### config.mk
export PLATFORM = sky130hd
export DESIGN_NAME = smem_bck_retire
export DESIGN_NICKNAME = d
export VERILOG_FILES = /design/src/rtl/smem_bck_retire_pkg.sv /design/src/rtl/smem_token_fifo.sv /design/src/rtl/smem_bck_retire.sv
export SDC_FILE = /design/constraint.sdc
export NUM_CORES = 2
export LEC_CHECK = 0
export CAP_MARGIN = 20
export CORE_MARGIN = 1.5
export CORE_UTILIZATION = 65
export CTS_CLUSTER_SIZE = 24
export DETAILED_ROUTE_END_ITERATION = 10
export MAX_ROUTING_LAYER = met4
export PLACE_DENSITY = 0.84
export SLEW_MARGIN = 20
export SYNTH_ARGS = -nofsm -noshare
export SYNTH_HDL_FRONTEND = slang
export SYNTH_SLANG_ARGS = --single-unit
export TNS_END_PERCENT = 10
### constraint.sdc
create_clock -name clk -period 37.6 [get_ports clk]
set_clock_uncertainty 0.05 [all_clocks]
set_input_delay 7.52 -clock clk [delete_from_list [all_inputs] [get_ports clk]]
set_output_delay 7.52 -clock clk [all_outputs]
set_load 0.03 [all_outputs]
### src/rtl/smem_bck_retire_pkg.sv
// Shared definitions for the SMEM backward-extension tail: status codes and
// the recirculated token layout (field order matches the pipeline head).
package smem_bck_retire_pkg;

  localparam logic [5:0] BUBBLE  = 6'd0;
  localparam logic [5:0] BCK_INI = 6'd1;
  localparam logic [5:0] BCK_RUN = 6'd2;

  localparam int RN_FIELD_W = 10;
  localparam int TOKEN_W    = 146;

  typedef struct packed {
    logic [RN_FIELD_W-1:0] read_num;
    logic                  iteration_boundary;
    logic [63:0]           primary;
    logic [6:0]            backward_i;
    logic [6:0]            backward_j;
    logic [6:0]            new_size;
    logic [6:0]            new_last_size;
    logic [6:0]            forward_size_n;
    logic [6:0]            min_intv;
    logic [6:0]            current_wr_addr;
    logic [6:0]            current_rd_addr;
    logic [6:0]            mem_wr_addr;
  } token_t;

endpackage

### src/rtl/smem_token_fifo.sv
// Recirculation buffer: circular FIFO whose head is held in a register.
// 1-cycle push-to-valid latency; pushes at full and pops at empty are ignored.
module smem_token_fifo #(
  parameter int W     = 138,
  parameter int DEPTH = 16,
  localparam int AW   = $clog2(DEPTH)
) (
  input  logic          clk,
  input  logic          rst,
  input  logic          push,
  input  logic [W-1:0]  din,
  input  logic          pop,
  output logic [W-1:0]  dout,
  output logic          valid,
  output logic [AW:0]   count
);

  logic [W-1:0]  mem [DEPTH];
  logic [AW-1:0] wr_ptr;
  logic [AW-1:0] rd_ptr;
  logic [AW-1:0] rd_ptr_inc;
  logic          push_en;
  logic          pop_en;

  assign valid      = (count != '0);
  assign push_en    = push && (count != (AW+1)'(DEPTH));
  assign pop_en     = pop && valid;
  assign rd_ptr_inc = rd_ptr + 1'b1;

  always_ff @(posedge clk) begin
    if (push_en) mem[wr_ptr] <= din;
  end

  always_ff @(posedge clk) begin
    if (rst) begin
      wr_ptr <= '0;
      rd_ptr <= '0;
      count  <= '0;
      dout   <= '0;
    end else begin
      if (push_en) wr_ptr <= wr_ptr + 1'b1;
      if (pop_en)  rd_ptr <= rd_ptr_inc;
      count <= count + (AW+1)'(push_en) - (AW+1)'(pop_en);
      // Head register: next stored entry if one remains, otherwise the
      // incoming token when it lands in an empty (or emptying) buffer.
      if (pop_en) begin
        if (count > (AW+1)'(1)) dout <= mem[rd_ptr_inc];
        else if (push_en)       dout <= din;
      end else if (!valid && push_en) begin
        dout <= din;
      end
    end
  end

endmodule

### src/rtl/smem_bck_retire.sv
// SMEM backward tail: recirculates unfinished tokens, retires finished reads.
// 1-cycle latency to recir_valid/done_valid; backpressure via registered stall_req.
module smem_bck_retire
  import smem_bck_retire_pkg::*;
#(
  parameter int DEPTH          = 16,
  parameter int READ_NUM_WIDTH = 10,
  localparam int AW            = $clog2(DEPTH)
) (
  input  logic                      clk,
  input  logic                      rst,
  input  logic                      stall,
  input  logic [5:0]                status_q,
  input  logic [READ_NUM_WIDTH-1:0] read_num_q,
  input  logic                      finish_sign_q,
  input  logic                      iteration_boundary_q,
  input  logic [63:0]               primary_q,
  input  logic [6:0]                backward_i_q,
  input  logic [6:0]                backward_j_q,
  input  logic [6:0]                new_size_q,
  input  logic [6:0]                new_last_size_q,
  input  logic [6:0]                forward_size_n_q,
  input  logic [6:0]                min_intv_q,
  input  logic [6:0]                current_wr_addr_q,
  input  logic [6:0]                current_rd_addr_q,
  input  logic [6:0]                mem_wr_addr_q,
  output logic                      stall_req,
  output logic                      recir_valid,
  input  logic                      recir_ready,
  output logic [TOKEN_W-1:0]        recir_token,
  output logic                      done_valid,
  input  logic                      done_ready,
  output logic [READ_NUM_WIDTH-1:0] done_read_num,
  output logic [6:0]                done_mem_cnt,
  output logic [31:0]               retired_count
);

  token_t        tok;
  token_t        head;
  logic          accept;
  logic          push;
  logic          fin;
  logic          pop;
  logic          done_hs;
  logic          done_valid_nxt;
  logic [AW:0]   count;
  logic [AW:0]   count_nxt;

  assign accept = !stall && (status_q != BUBBLE);
  assign push   = accept && !finish_sign_q;
  assign fin    = accept && finish_sign_q;
  assign pop    = recir_valid && recir_ready;
  assign done_hs = done_valid && done_ready;

  // Pushes never meet a full buffer because stall already carries stall_req.
  assign count_nxt      = count + (AW+1)'(push) - (AW+1)'(pop);
  assign done_valid_nxt = fin || (done_valid && !done_ready);

  always_comb begin
    tok = {RN_FIELD_W'(read_num_q), iteration_boundary_q, primary_q,
           backward_i_q, backward_j_q, new_size_q, new_last_size_q,
           forward_size_n_q, min_intv_q, current_wr_addr_q,
           current_rd_addr_q, mem_wr_addr_q};
  end

  smem_token_fifo #(
    .W     ($bits(token_t)),
    .DEPTH (DEPTH)
  ) u_fifo (
    .clk   (clk),
    .rst   (rst),
    .push  (push),
    .din   (tok),
    .pop   (pop),
    .dout  (head),
    .valid (recir_valid),
    .count (count)
  );

  // Token occupies the low bits; the unused top of the bus is tied to zero.
  assign recir_token = TOKEN_W'(head);

  always_ff @(posedge clk) begin
    if (rst) begin
      done_valid    <= 1'b0;
      done_read_num <= '0;
      done_mem_cnt  <= '0;
      stall_req     <= 1'b0;
      retired_count <= '0;
    end else begin
      done_valid <= done_valid_nxt;
      if (fin) begin
        done_read_num <= read_num_q;
        done_mem_cnt  <= mem_wr_addr_q;
      end
      if (done_hs) retired_count <= retired_count + 32'd1;
      stall_req <= (count_nxt == (AW+1)'(DEPTH)) || done_valid_nxt;
    end
  end

endmodule

==> impl_results.md <==
* Total of flip-flops plus latches after synthesis at 2410
* Core region area at 0.144 mm^2
* Horizontal die dimension at 385 um
* Critical Path AT at 12200 ps
* Later-pin clock latency in the skew report at 870 ps
* Final setup violation count at 0
* CTS tree: done
* Share of flip-flops with an asynchronous set or reset after synthesis at 0%
* Origin of the worst setup path: status_q[1]
* Detailed placer's ending HPWL at 118000 um
* Post-synthesis instance area at 0.0947 mm^2
* Most common flop cell mapped by yosys: sky130_fd_sc_hd__edfxtp_1
* Critical path type: in -> reg
* Via count of the routed design at 50012
* DRC violations left at 0
* Aggregate global-route resource usage at 33.6%
* Highest fanout seen on the critical path at 55
* Highest-count cells in the layout ignoring fill and taps: sky130_fd_sc_hd__edfxtp_1, sky130_fd_sc_hd__mux4_2, sky130_fd_sc_hd__clkdlybuf4s50_1
* Total power divided by cell area at 70.8 mW/mm^2
* R2R cell count at 9
* WL per Instance at 33.8 um
* Number of buffers inserted to repair setup after CTS at 0
* Share of layout cells above drive strength 1 at 25.3%
* Leading cell type in the layout, fill and taps excluded: sky130_fd_sc_hd__edfxtp_1
* Largest stage delay on the critical path at 830 ps
* Final WL at 239000 um
* Setup repair after global routing missed its margin: false
* Capturing point of the worst reg2reg path: u_fifo.dout[35]
* Slew at the pin with the worst max-slew slack at 1240 ps
* Worst Hold Class: reg -> reg
* First-pass GRT wire length at 346000 um
* Slack of the worst reg-to-reg path at 32150 ps
* Max-cap violations at 0
* Core Rows at 139
* Bufs on Longest Clock Path at 3
* Maximum frequency from static timing analysis at 84.8 MHz
* Synthesized area divided by synthesized cell count at 20.6 um^2
* Endpoint class of the critical path: flip-flop
* Number of endpoints with negative hold slack in the final report at 0
* Remaining antenna violation count after routing at 0
* Total leakage power at 32.9 nW
* Critical path's most frequent cell: sky130_fd_sc_hd__buf_4
* GRT Residual Overflow at 0
* Number of cells upsized or downsized after cts at 0
* Count of flip-flops with a built-in enable after synthesis at 2208
* Critical-path cell list: clkdlybuf4s50_1, nor2_1, a2111oi_4, nand2_1, nor2_4, buf_4, buf_4
* # IOs at 348
* Required time at the endpoint of the critical path at 38010 ps
* Shortest period the worst path allows at 11790 ps
* Total Negative Setup Slacks at 0 ps
* Overall die area at 0.148 mm^2
* Number of nets in the layout at 5129
* Final weighted congestion of routability-driven global placement at 0.822
* Sequential area share after synthesis at 74.3%
* Clock net sink count at 2410
* Final Core Density at 74.7%
* Number of instances in the synthesized netlist at 4589
* Worst slew slack as a fraction of its limit at 17.1%
* Die height at 385 um
* Via count of the first global-routing pass at 51505
* Number of input and output port buffers inserted at 339
* Syn-to-layout area delta at 13.7%
* Worst reg2reg startpoint: u_fifo.rd_ptr[0]
* Initial detailed-routing violation count at 7178
* Result of the run: finished, final reports clean
* Final slew viol count at 0
* Worst-path clk slew at 60 ps
* Antenna violations before repair at 22
* Drt via density at 7.06
* Yosys warning total at 0
* Hold-fix buffers at CTS at 0
* Root buffer cell: sky130_fd_sc_hd__clkbuf_16
* Starting utilization of the core area at 65.7%
* Pin count of the biggest net entering global routing at 154
* Category of the worst setup path launch point: input port
* Count of different cell masters after synthesis at 63
* H-tree level count at 4
* DRT Pass-1 Iters at 6
* Fraction of the cycle the final worst path needs at 31.4%
* Peak supply drop at 89.1 uV
* Total clock buffers created by CTS at 224
* End of the critical path: u_fifo.mem[15][32]
* CP max-delay cell: sky130_fd_sc_hd__nor2_4
power by group:
group	total [W]	switching [W]	internal [W]
logic	0.00213	0.00122	0.000915
registers	0.00312	0.0000943	0.00302
clock network	0.00237	0.00101	0.00136
total	0.00762	0.00233	0.00530
stage by stage:
| stage | setup slack (ps) | power [W] | area, um^2 | cells | hold WS [ps] |
|---|---|---|---|---|---|
| floorplan | 19100 | 0.00469 | 94700 | 4596 | 483 |
| global placement | 25130 | 0.00519 | 99800 | 6634 | 422 |
| detailed placement | 25030 | 0.00524 | 99800 | 6635 | 430 |
| CTS | 25910 | 0.00762 | 108000 | 7062 | 449 |
| global route | 25790 | 0.00785 | 108000 | 7083 | 474 |
| finish | 25810 | 0.00762 | 108000 | 7087 | 447 |
critical path, delay by kind of cell:
kind / cells / cell delay (ps)
AO/OA/AOI/OAI: 1 / 730
buffers and inverters: 3 / 2200
AND/OR/NAND/NOR: 3 / 1470
cells by family (layout without fill, tap and decap cells):
kind of cell	Yosys count	after routing	synth area share [%]
flops	2410	2410	74.3
xor+xnor	44	44	0.443
fa+ha+maj	19	19	0.267
buf+inv	384	949	2.16
simple gates	711	711	4.58
other cells	1	31	0.00396
compound gates	224	224	2.47
mux	796	796	15.8
final cells by class:
type / instances / area (um^2)
Antenna cell: 23 / 57.6
Tap cell: 1903 / 2380
Timing Repair Buffer: 436 / 4260
Fill cell: 7394 / 36500
Multi-Input combinational cell: 1802 / 22500
Inverter: 86 / 325
Clock buffer: 295 / 6130
Sequential cell: 2410 / 70400
Clock inverter: 132 / 1620
layer usage:
layer	global-route usage [%]	vias up	wire length [um]
li1	-	19689	-
met1	43.5	25995	83400
met2	53.5	3803	122000
met3	6.45	525	25700
met4	13.1	0	8030
met5	-	-	0
worst min path at each step:
stage	from	to	slack, ps	cells past startpoint
global route	done_mem_cnt[6]	done_mem_cnt[6]	470	2
floorplan	u_fifo.wr_ptr[1]	u_fifo.wr_ptr[1]	480	2
detailed placement	done_read_num[4]	done_read_num[4]	430	2
CTS	done_read_num[4]	done_read_num[4]	450	2
finish	done_read_num[4]	done_read_num[4]	450	2
global placement	done_mem_cnt[5]	done_mem_cnt[5]	420	2
cell usage after synthesis, drive strengths merged, types with 2 or more instances:
library cell  count  area share [%]
nand3            73            0.40
nand2            26            0.10
ha               17            0.22
o211ai            5           0.040
and4              5           0.046
nor2b             4           0.026
nor4              4           0.042
fa                2           0.042
dfxtp           202             4.3
a2111oi         110             1.7
inv              86            0.34
xor2             31            0.29
o21ai            14           0.082
nor3b             2           0.021
xnor2            13            0.15
or3b              2           0.018
nand4            33            0.22
nand2b            6           0.040
nor3            334             2.6
clkbuf           97            0.38
edfxtp         2208              70
and3              5           0.033
nor2            187            0.74
buf             201             1.4
a21o              9           0.071
nor4b             3           0.034
nand3b           21            0.17
a21oi            38            0.21
mux2i           237             2.5
o31ai            21            0.17
mux4            559              13
o221ai           21            0.19
registers in the layout (all words and copies together), names as in the netlist:
register / count
u_fifo.mem: 2208
u_fifo.dout: 138
retired_count: 32
done_read_num: 10
done_mem_cnt: 7
u_fifo.count: 5
u_fifo.rd_ptr: 4
u_fifo.wr_ptr: 4
done_valid: 1
stall_req: 1
No activity file was read; power rests on OpenSTA's default activity.
